<file path="config.mk">
export PLATFORM = sky130hd
export DESIGN_NAME = mode_timeout_controller
export DESIGN_NICKNAME = d
export VERILOG_FILES = /design/src/rtl/mode_timeout_controller.sv
export SDC_FILE = /design/constraint.sdc
export NUM_CORES = 1
export LEC_CHECK = 0
export ABC_AREA = 0
export CAP_MARGIN = 20
export CORE_MARGIN = 2
export CORE_UTILIZATION = 35
export DETAILED_ROUTE_END_ITERATION = 16
export PLACE_DENSITY = 0.58
export SKIP_LAST_GASP = 1
export SYNTH_ARGS = -nofsm -noshare
export SYNTH_HDL_FRONTEND = slang
export SYNTH_SLANG_ARGS = --single-unit
export TNS_END_PERCENT = 30
</file>
<file path="constraint.sdc">
create_clock -name clk -period 3.2 [get_ports clk]
set_clock_uncertainty 0.05 [all_clocks]
set_input_delay 0.64 -clock clk [delete_from_list [all_inputs] [get_ports clk]]
set_output_delay 0.64 -clock clk [all_outputs]
set_load 0.02 [all_outputs]
</file>
<file path="src/rtl/mode_timeout_controller.sv">
// mode_timeout_controller: per-mode countdown that strobes return_pulse when a timed mode expires
module mode_timeout_controller #(
  parameter int MODE_WIDTH = 3,
  parameter int CNT_WIDTH  = 16,
  parameter int TICK_DIV   = 100000000,
  parameter int WARN_TICKS = 10
) (
  input  logic                     clk,
  input  logic                     rstn,
  input  logic [MODE_WIDTH-1:0]    current_mode,
  input  logic [2**MODE_WIDTH-1:0] timed_mask,
  input  logic [CNT_WIDTH-1:0]     timeout_load,
  input  logic                     extend,
  input  logic                     pause,
  output logic                     return_pulse,
  output logic                     warn,
  output logic                     active,
  output logic [CNT_WIDTH-1:0]     remaining
);
  localparam int PW = $clog2(TICK_DIV);
  localparam logic [PW-1:0] PMAX = PW'(TICK_DIV - 1);
  typedef enum logic [2:0] {IDLE, RUN, PAUSED, EXPIRED, HOLD} state_t;
  state_t state_q, state_d;
  logic [CNT_WIDTH-1:0] rem_q, rem_d;
  logic [PW-1:0] presc_q, presc_d;
  logic [MODE_WIDTH-1:0] last_mode_q;
  logic pulse_q, pulse_d, warn_q, warn_d, active_q, active_d;
  logic mode_change, timed, arm, is_active, tick;
  always_comb begin
    mode_change = current_mode != last_mode_q;
    timed = timed_mask[current_mode];
    arm = timed && timeout_load != '0;
    is_active = state_q == RUN || state_q == PAUSED;
    // a tick already due completes even if pause rises in the same cycle
    tick = is_active && presc_q == PMAX && (state_q == RUN || !pause);
    state_d = state_q;
    rem_d = rem_q;
    presc_d = presc_q;
    pulse_d = 1'b0;
    if (state_q == IDLE || mode_change) begin
      state_d = arm ? RUN : timed ? HOLD : IDLE;
      rem_d = arm ? timeout_load : '0;
      presc_d = '0;
    end else if (is_active) begin
      if (extend) begin
        rem_d = timeout_load;
        presc_d = '0;
      end else if (tick) begin
        presc_d = '0;
        rem_d = rem_q == '0 ? '0 : rem_q - CNT_WIDTH'(1);
        pulse_d = rem_q == CNT_WIDTH'(1);
        state_d = pulse_d ? EXPIRED : pause ? PAUSED : RUN;
      end else if (pause) begin
        state_d = PAUSED;
      end else begin
        presc_d = presc_q + PW'(1);
        state_d = RUN;
      end
    end
    active_d = state_d == RUN || state_d == PAUSED;
    warn_d = active_d && rem_d <= CNT_WIDTH'(WARN_TICKS);
  end
  always_ff @(posedge clk or negedge rstn) begin
    if (!rstn) begin
      state_q <= IDLE;
      rem_q <= '0;
      presc_q <= '0;
      last_mode_q <= '0;
      pulse_q <= 1'b0;
      warn_q <= 1'b0;
      active_q <= 1'b0;
    end else begin
      state_q <= state_d;
      rem_q <= rem_d;
      presc_q <= presc_d;
      last_mode_q <= current_mode;
      pulse_q <= pulse_d;
      warn_q <= warn_d;
      active_q <= active_d;
    end
  end
  assign return_pulse = pulse_q;
  assign warn = warn_q;
  assign active = active_q;
  assign remaining = rem_q;
endmodule

</file>
## Word-level counts from Yosys, hierarchy flattened

Index checks and enable logic that the tools add are counted.

- $lt $le $gt $ge: 2
- Mux-type cells: 25
- Equality and inequality tests: 8
- Reduce and logical (&&, ||, !) cells: 14
- $add $sub $neg: 2

Operators by type and width:

| cell | number |
|---|---|
| 27-bit two-way mux | 5 |
| 16-bit two-way mux | 6 |
| 27-bit by 1-bit adder with 27-bit output (second input constant) | 1 |
| 27-bit equality test (second input constant) | 1 |
| 3-bit two-way mux | 7 |
| 16-bit by 1-bit equality test with 1-bit output (second input constant) | 1 |
| 16-bit by 4-bit <= comparator with 1-bit output (second input constant) | 1 |
| 16-bit zero test | 1 |
| 16-bit nonzero test | 1 |
| 16-bit by 1-bit subtractor with 16-bit output (second input constant) | 1 |
| 3-bit by 1-bit equality test with 1-bit output (second input constant) | 2 |
| 3-bit by 2-bit equality test with 1-bit output (second input constant) | 2 |
| 1-bit two-way mux | 5 |
| 1-bit logical AND | 4 |
| 1-bit logical OR | 4 |
| 3-bit by 4-bit < comparator with 1-bit output (second input constant) | 1 |
| 4-bit by 2-bit != test with 1-bit output (second input constant) | 1 |
| 1-bit binary-select mux with 3-bit select | 1 |
| 3-bit zero test | 1 |
| 3-bit != test | 1 |
| 2-bit two-way mux | 1 |
| 2-bit AND reduction | 1 |
| 2-bit nonzero test | 1 |
| 1-bit zero test | 1 |

- Output and inout port bits: 19
- Register bits after elaboration: 52
- Word-level logic and storage cells: 58

## Longest topological paths before layout

Gate-level depths: netlist (run 1).

- Word-level depth: 11
- Gate-level depth with buffers: 11

## Worst setup path after synthesis (run 1)

No wires, ideal clock.

- Kind: input-to-reg
- From: input current_mode[0]
- To: register warn_q, in the netlist warn
- Cell stages on the path: 10
- Library setup time: 96 ps
- Required time: 3054 ps
- Arrival time: 2819 ps
- Buffers on the path: 2
- Slack: 236 ps
- Path through: clkbuf_1 -> mux2i_1 -> mux4_2 -> nand3b_1 -> nand2_1 -> clkbuf_1 -> a22oi_1 -> nand2_1 -> or4_4 -> nor4_2

- Elaborated cells between the ends (all ways): 15
- Classes of those cells: order compare: 1; eq/ne: 3; mux: 7; reduce/logical: 4

RTL lines:

| what | RTL line | RTL |
|---|---|---|
| start: declaration | 10 | `input logic [MODE_WIDTH-1:0] current_mode,` |
| 1-bit binary-select mux with 3-bit select | 31 | `timed = timed_mask[current_mode];` |
| 1-bit two-way mux (implied by the code) | 31 |  |
| 1-bit logical AND | 32 | `arm = timed && timeout_load != '0;` |
| 16-bit two-way mux | 42 | `rem_d = arm ? timeout_load : '0;` |
| 16-bit two-way mux * | 40 | `if (state_q == IDLE \|\| mode_change) begin` |
| named net rem_d[8] | 24 | `logic [CNT_WIDTH-1:0] rem_q, rem_d;` |
| 16-bit by 4-bit <= comparator with 1-bit output * | 61 | `warn_d = active_d && rem_d <= CNT_WIDTH'(WARN_TICKS);` |
| 1-bit logical AND * | 61 |  |
| named net warn_d | 27 | `logic pulse_q, pulse_d, warn_q, warn_d, active_q, active_d;` |
| end signal: assignment | 78 | `warn_q <= warn_d;` |
| end: declaration | 27 |  |

Mark *: on every way through the listed nets, which the timed path passes. The rest lies on a longest branch. The select of a mux whose other input is x is not followed.
A chain may end at the register's enable or synchronous reset.

## Worst setup path after layout (run 1)

- From: input pause
- To: register warn_q, in the netlist warn

- Elaborated cells between the ends (all ways): 18
- Classes of those cells: order compare: 1; eq/ne: 2; mux: 10; reduce/logical: 5

RTL lines:

| what | RTL line | RTL |
|---|---|---|
| start: declaration | 14 | `input logic pause,` |
| 1-bit zero test | 35 | `tick = is_active && presc_q == PMAX && (state_q == RUN \|\| !pause);` |
| 1-bit logical OR | 35 |  |
| 1-bit logical AND | 35 |  |
| 16-bit two-way mux | 48 | `end else if (tick) begin` |
| 16-bit two-way mux | 45 | `if (extend) begin` |
| 16-bit two-way mux | 44 | `end else if (is_active) begin` |
| 16-bit two-way mux | 40 |  |
| named net rem_d[14] | 24 |  |
| 16-bit by 4-bit <= comparator with 1-bit output | 61 |  |
| 1-bit logical AND | 61 |  |
| named net warn_d | 27 |  |

The timed path passes the listed nets, and every way through them passes these cells.

==> metrics.md, run 1 <==
| Metric | Value |
|---|---|
| Status | `finished, final reports clean` |
| CTS tree | `yes` |
| Internal | `1.157 mW` |
| Fmax | `324.4 MHz` |
| Pins Over Slew Limit | `0` |
| Syn Inst Count | `351` |
| CTS sink cnt | `52` |
| Clk_lat worst skew | `310 ps` |
| Unrepaired setup endpoints after global routing | `false` |
| Net switching power | `0.5293 mW` |
| PortBufs | `49` |
| Finish-stage setup viols | `0` |
| Post-CTS Setup Bufs | `0` |
| Combinational share of power | `29.1%` |
| Max Cap Violations | `0` |
| Unique masters post-synth | `67` |
| Worst Path Arrival | `3260 ps` |
| Die Span Y | `101.2 µm` |
| Final-report hold violation count | `0` |
| Grt total ovfl | `0` |
| H-tree lvl count | `2` |
| Crit path largest cell delay | `480 ps` |
| P_leak | `1.902 nW` |
| Post-synth EDFFs | `0` |
| Mapped Area | `0.003304 mm²` |
| Rel. slew slack | `63.51%` |
| Synth area leader | `dfrtp_1` |
| Worst Path Required | `3380 ps` |
| Via count | `3236` |
| Crit Path Class | `input port to register` |
| Setup crit start | `pause` |
| Worst vdd ir | `0.2089 mV` |
| Clock Path Buffers | `2` |
| CTS clk-pin slew, worst paths | `100 ps` |
| WL final | `10.12 mm` |
| P per Cell Area | `370.6 mW/mm²` |
| Worst R2R Path Depth | `8` |
| Register area share after synthesis | `39.38%` |
| Sequential power share | `43.5%` |
| Area after DPL | `0.004398 mm²` |
| Switching share of power | `31.38%` |
| Reg area | `0.001301 mm²` |
| Layout Cell Area excl Fill | `0.004552 mm²` |
| CTS Buf Count | `5` |
| Post-synth top cells | `dfrtp_1, nor2_1, nand2_1, nand3_1, xor2_1` |
| DRT antenna net count | `0` |
| Synth Warn # | `0` |
| Initial Util | `35.93%` |
| Post-Place Cells | `569` |
| Core region area | `0.009196 mm²` |
| I/O Pins | `50` |
| Antenna violations before repair | `0` |
| Dpl hpwl | `7.962 mm` |
| Post-CTS Resized | `0` |
| Crit path cell chain | `clkdlybuf4s50_1 -> nor3b_4 -> o2111ai_4 -> or3_4 -> o21ai_4 -> nand2_1 -> a31o_1 -> or4_4 -> nor4_2` |
| Multi-input gate area | `0.001952 mm²` |
| # fillers | `871` |
| Area growth from synthesis to layout | `37.75%` |
| Most frequent cell after synthesis | `dfrtp_1` |
| Clock network power share | `27.4%` |
| Root buf cell | `clkbuf_8` |
| Post-synth top area share | `39.38%` |
| Vias in the first global route | `3089` |
| N_diodes | `0` |
| # DRC | `0` |
| Largest net degree at the start of global routing | `32` |
| Slowest cell on crit path | `or4_4` |
| Die area | `0.01023 mm²` |
| WHS | `235.2 ps` |
| Register bit total from synthesis | `52` |
| Fraction of registers with async set/reset | `100.0%` |
| CP Launch Type | `input port` |
| Tightest Pin Transition | `542.3 ps` |
| Part of the cycle the worst path needs | `96.32%` |
| Fin cells | `577` |
| Mean post-synth cell area | `9.414 µm²` |
| Share of layout cells above drive strength 1 | `23.39%` |
| Layout Utilization | `49.50%` |
| CP Capture Type | `register` |
| GPL Wtd Cong | `0.9183` |
| CTS Hold Buffers Added | `0` |
| Num rows | `35` |
| Post-layout min period | `3082 ps` |
| Total GRT Usage | `20.19%` |
| Setup TNS | `0 ps` |
| DR iter-0 viols | `89` |
| Final-stage net count | `499` |
| Worst Hold Class | `input port to asynchronous set/reset pin` |
| Initial DRT Pass Iterations | `4` |
| Die width | `101.2 µm` |
| First-pass GRT wire length | `16.07 mm` |
| R2r startpoint | `remaining[11]` |
| WL per Instance | `17.54 µm` |
| Mapped Nets | `385` |
| CP Max Fanout | `6` |
| Synth Flop Type | `dfrtp_1` |
| Vias per cell | `5.608` |
| Area contributors post-synth | `dfrtp_1, xor2_1, nor2_1, nor4_1, nand3_1` |
cell families (layout without fill, tap and decap cells):
logic type / count (synthesis) / in the layout / share of synthesized area (%)
AO/OA/AOI/OAI: 63 / 63 / 14.54
XOR/XNOR: 31 / 31 / 8.217
AND/OR/NAND/NOR: 176 / 176 / 31.47
multiplexers: 7 / 7 / 2.499
buffers and inverters: 19 / 134 / 2.764
flip-flops: 52 / 52 / 39.38
adder cells (fa/ha/maj): 3 / 3 / 1.136
worst paths after layout:
check,to,slack (ps)
setup / recovery,warn,120
min in group clk,presc_q[7],470
max in group asynchronous,presc_q[24],2050
hold reg to reg,presc_q[7],470
setup reg to reg,warn,190
hold / removal,state_q[0],240
placed cells by master, fill, tap and decap left out, drive strengths merged, types with 3 or more instances in the layout:
cell,netlist,final
nand4b,3,3
a32o,4,4
nand3,22,22
o211ai,3,3
nor2,42,42
or4,4,4
mux2i,6,6
a22oi,4,4
and3,10,10
or3,3,3
dfrtp,52,52
xor2,21,21
xnor2,10,10
nand4,13,13
and4,5,5
buf,4,70
nand2,25,25
nor4,20,20
nand2b,3,3
a21oi,9,9
ha,3,3
o31ai,3,3
and4b,3,3
clkbuf,7,5
a21boi,3,3
o21ai,19,19
or2,3,3
nor3,11,11
clkdlybuf4s50,0,47
inv,8,8
per-stage QoR:
| step | worst slack (ps) | total power [mW] |
|---|---|---|
| after CTS | 14.11 | 1.697 |
| after detailed placement | -315.1 | 1.229 |
| after global routing | 26.27 | 1.772 |
| after floorplan | 235.5 | 0.9616 |
| final | 117.8 | 1.687 |
| after global placement | -252.8 | 1.229 |
area by class of cell:
| cell class | instances | share of cell area, % |
|---|---|---|
| multi-input combinational | 280 | 42.88 |
| sequential | 52 | 28.59 |
| timing repair buffer | 118 | 22.37 |
| tap | 111 | 3.051 |
| clock buffer | 5 | 1.512 |
| clock inverter | 3 | 0.9346 |
| inverter | 8 | 0.6597 |
critical path, delay by kind of cell:
| kind | cells | cell delay, ps |
|---|---|---|
| compound gates | 3 | 640 |
| buf+inv | 1 | 470 |
| simple gates | 5 | 1520 |
layer usage:
layer / vias up / track usage (%) / wire length, µm
met4: 0 / 5.821 / 136
met2: 87 / 34.28 / 5018
met5: - / 0 / 0
li1: 1548 / - / -
met3: 13 / 2.415 / 405
met1: 1588 / 27.18 / 4561
registers in the layout, indices dropped and copies added (netlist names):
signal,flops
return_pulse,1
remaining,16
state_q,3
presc_q,27
last_mode_q,3
active,1
warn,1
power by group through the flow:
stage	Clock [mW]	Sequential, mW	Combinational [mW]
3_3_place_gp	0	0.746	0.483
6_report	0.462	0.734	0.491
3_5_place_dp	0	0.746	0.483
4_1_cts	0.478	0.733	0.486
5_1_grt	0.506	0.738	0.528
2_1_floorplan	0	0.771	0.191
Power figures use the tool's default switching activity.
==> inputs of run 2 (changes only) <==
Settings changed: CTS_CLUSTER_SIZE set to 14, TNS_END_PERCENT 30 to 100.
==> results of run 2 <==
The final DEF is identical to that of run 1; final timing and power are the same.
==> inputs of run 3 (changes only) <==
Settings changed: CAP_MARGIN 20 to unset, CORE_MARGIN 2 to unset.
==> run 3 against run 2 <==
- final area rose by 0.52%
- critical path type unchanged
- non-clock buffer count rose by 2
- total power rose by 2.0%
- sequential share of layout area fell by 0.15 points
- first-iteration DRC count rose by 64%
- die area fell by 3.9%
- final cell count rose by 0.35%
- wire length fell by 3.4%
- flip-flop and latch count did not move
- via count rose by 0.28%
- largest power group unchanged
==> metrics.md, run 3 (synthesis results as in run 1) <==
| Metric | Value |
|---|---|
| Status | `finished, final reports clean` |
| CTS Hold Buffers Added | `0 (unchanged)` |
| I/O Pins | `50 (unchanged)` |
| CP Launch Type | `input port` |
| Worst Path Required | `3380 ps (about the same)` |
| Via count | `3245 (+0.28%)` |
| Delay-heaviest family, CP | `simple AND/OR/NAND/NOR gates` |
| Total GRT Usage | `20.74% (+0.55 points)` |
| Worst Path Arrival | `3210 ps (-50 ps)` |
| Setup TNS | `0 ps (unchanged)` |
| Clk_lat worst skew | `310 ps (about the same)` |
| Max Cap Violations | `0 (unchanged)` |
| Grt total ovfl | `0 (unchanged)` |
| Crit path largest cell delay | `540 ps (+60 ps)` |
| Crit path top cell by count | `buf_4` |
| CP Max Fanout | `8 (+2)` |
| Final-report hold violation count | `0 (unchanged)` |
| CTS sink cnt | `52 (unchanged)` |
| Post-layout min period | `3039 ps (-43.30 ps)` |
| Num rows | `35 (unchanged)` |
| Die Span Y | `99.17 µm (-2.0%)` |
| First-pass GRT wire length | `16.15 mm (+0.51%)` |
| CTS Buf Count | `5 (unchanged)` |
| Fmax | `329.1 MHz (+1.4%)` |
| Dpl ws | `-390.0 ps (-74.90 ps)` |
| Clock Path Buffers | `2 (unchanged)` |
| Die width | `99.17 µm (-2.0%)` |
| CP Capture Type | `register` |
| Pins Over Slew Limit | `0 (unchanged)` |
| Fin cells | `579 (+0.35%)` |
| H-tree lvl count | `2 (unchanged)` |
| Worst path buffer plus inverter count | `3 (+2)` |
| PortBufs | `49 (unchanged)` |
| Crit Path Class | `input port to register` |
| Area after DPL | `0.004400 mm² (about the same)` |
| Part of the cycle the worst path needs | `94.97% (-1.4 points)` |
| WHS | `210.4 ps (-24.73 ps)` |
| P per Cell Area | `376.1 mW/mm² (+1.5%)` |
| Tightest Pin Transition | `469.5 ps (-72.78 ps)` |
| Antenna violations before repair | `0 (unchanged)` |
| Largest net degree at the start of global routing | `33 (+3.1%)` |
| Area growth from synthesis to layout | `38.47%` |
| Rel. slew slack | `68.70% (+5.2 points)` |
| Final-stage net count | `501 (+0.40%)` |
| Layout Utilization | `49.76% (+0.26 points)` |
| N_diodes | `0 (unchanged)` |
| Commonest non-fill, non-tap cells in the layout | `buf_4, dfrtp_1, clkdlybuf4s50_1` |
| Largest register FFs | `27 (unchanged)` |
| Total power draw | `1.721 mW (+2.0%)` |
| Slowest cell on crit path | `or4_1` |
| Die area | `0.009834 mm² (-3.9%)` |
| Share of layout cells above drive strength 1 | `23.72% (+0.33 points)` |
| R2r startpoint | `remaining[11]` |
| DRT antenna net count | `0 (unchanged)` |
| P_leak | `1.936 nW (+1.8%)` |
| Worst Hold Class | `input port to asynchronous set/reset pin` |
| FF-to-FF End | `warn` |
| Crit path cell chain | `clkdlybuf4s50_1 -> nor4_1 -> buf_4 -> nand4_1 -> nand3b_1 -> nand2_2 -> buf_4 -> a22oi_1 -> o21ai_0 -> or4_1 -> nor4_2` |
| Worst R2R Path Depth | `8 (unchanged)` |
| Vias per cell | `5.604 (about the same)` |
| Finish-stage setup viols | `0 (unchanged)` |
| Root buf cell | `clkbuf_8` |
| Layout Cell Area excl Fill | `0.004576 mm² (+0.52%)` |
| Initial Util | `35.93% (unchanged)` |
| Largest register by flop count | `presc_q` |
| Worst vdd ir | `0.1687 mV (-19%)` |
| Initial DRT Pass Iterations | `4 (unchanged)` |
| Worst setup margin | `161.1 ps (+43.30 ps)` |
| Vias in the first global route | `3274 (+6.0%)` |
| Post-Place Cells | `571 (+0.35%)` |
| Commonest non-fill, non-tap cell in the layout | `buf_4` |
| # DRC | `0 (unchanged)` |
| WL final | `9.780 mm (-3.4%)` |
| WL per Instance | `16.89 µm (-3.7%)` |
| Dpl hpwl | `7.652 mm (-3.9%)` |
| CTS clk-pin slew, worst paths | `110 ps (about the same)` |
| DR iter-0 viols | `146 (+64%)` |
| Core region area | `0.009196 mm² (unchanged)` |
| CTS tree | `yes` |
| Reg2reg setup slack | `200 ps (about the same)` |
| GPL Wtd Cong | `0.8770 (-4.5%)` |
-- run 3: power by group --
group	switching [mW]	leakage [nW]	internal, mW	total, mW
Sequential	0.0487	0.698	0.688	0.736
Clock	0.225	0.0645	0.276	0.502
Combinational	0.245	1.17	0.238	0.483
-- run 3: cell type report --
type	count	area, µm²
flip-flops and latches	52	1301
fillers	888	4621
multi-input cells	280	1956
clock inverters	1	30.03
inverters	8	30.03
repair buffers	120	1023
well taps	111	138.9
clock buffers	7	96.34
-- run 3: repair_timing --
action                                  CTS  global route
pin swaps                                 0             4
buffers inserted                          0             0
hold endpoints to repair                  0             0
gates resized for setup                   2             7
endpoints found under the setup margin    1             1
-- run 3: how the worst max path moves through the flow --
stage	endpoint	startpoint	cells after the start	slack, ps
after global placement	warn	pause	9	-370
after global routing	warn	timeout_load[12]	11	-0.5
after CTS	warn	timeout_load[2]	10	8
after detailed placement	warn	pause	9	-390
final	warn	timeout_load[12]	11	160
after floorplan	warn	current_mode[0]	10	240
-- run 3: metal layers --
layer / global-route usage [%] / vias to the layer above / wire [µm]
li1: - / 1556 / -
met2: 34.86 / 103 / 4689
met5: 0 / - / 0
met4: 8.937 / 0 / 303
met1: 27.11 / 1563 / 4363
met3: 2.460 / 23 / 424
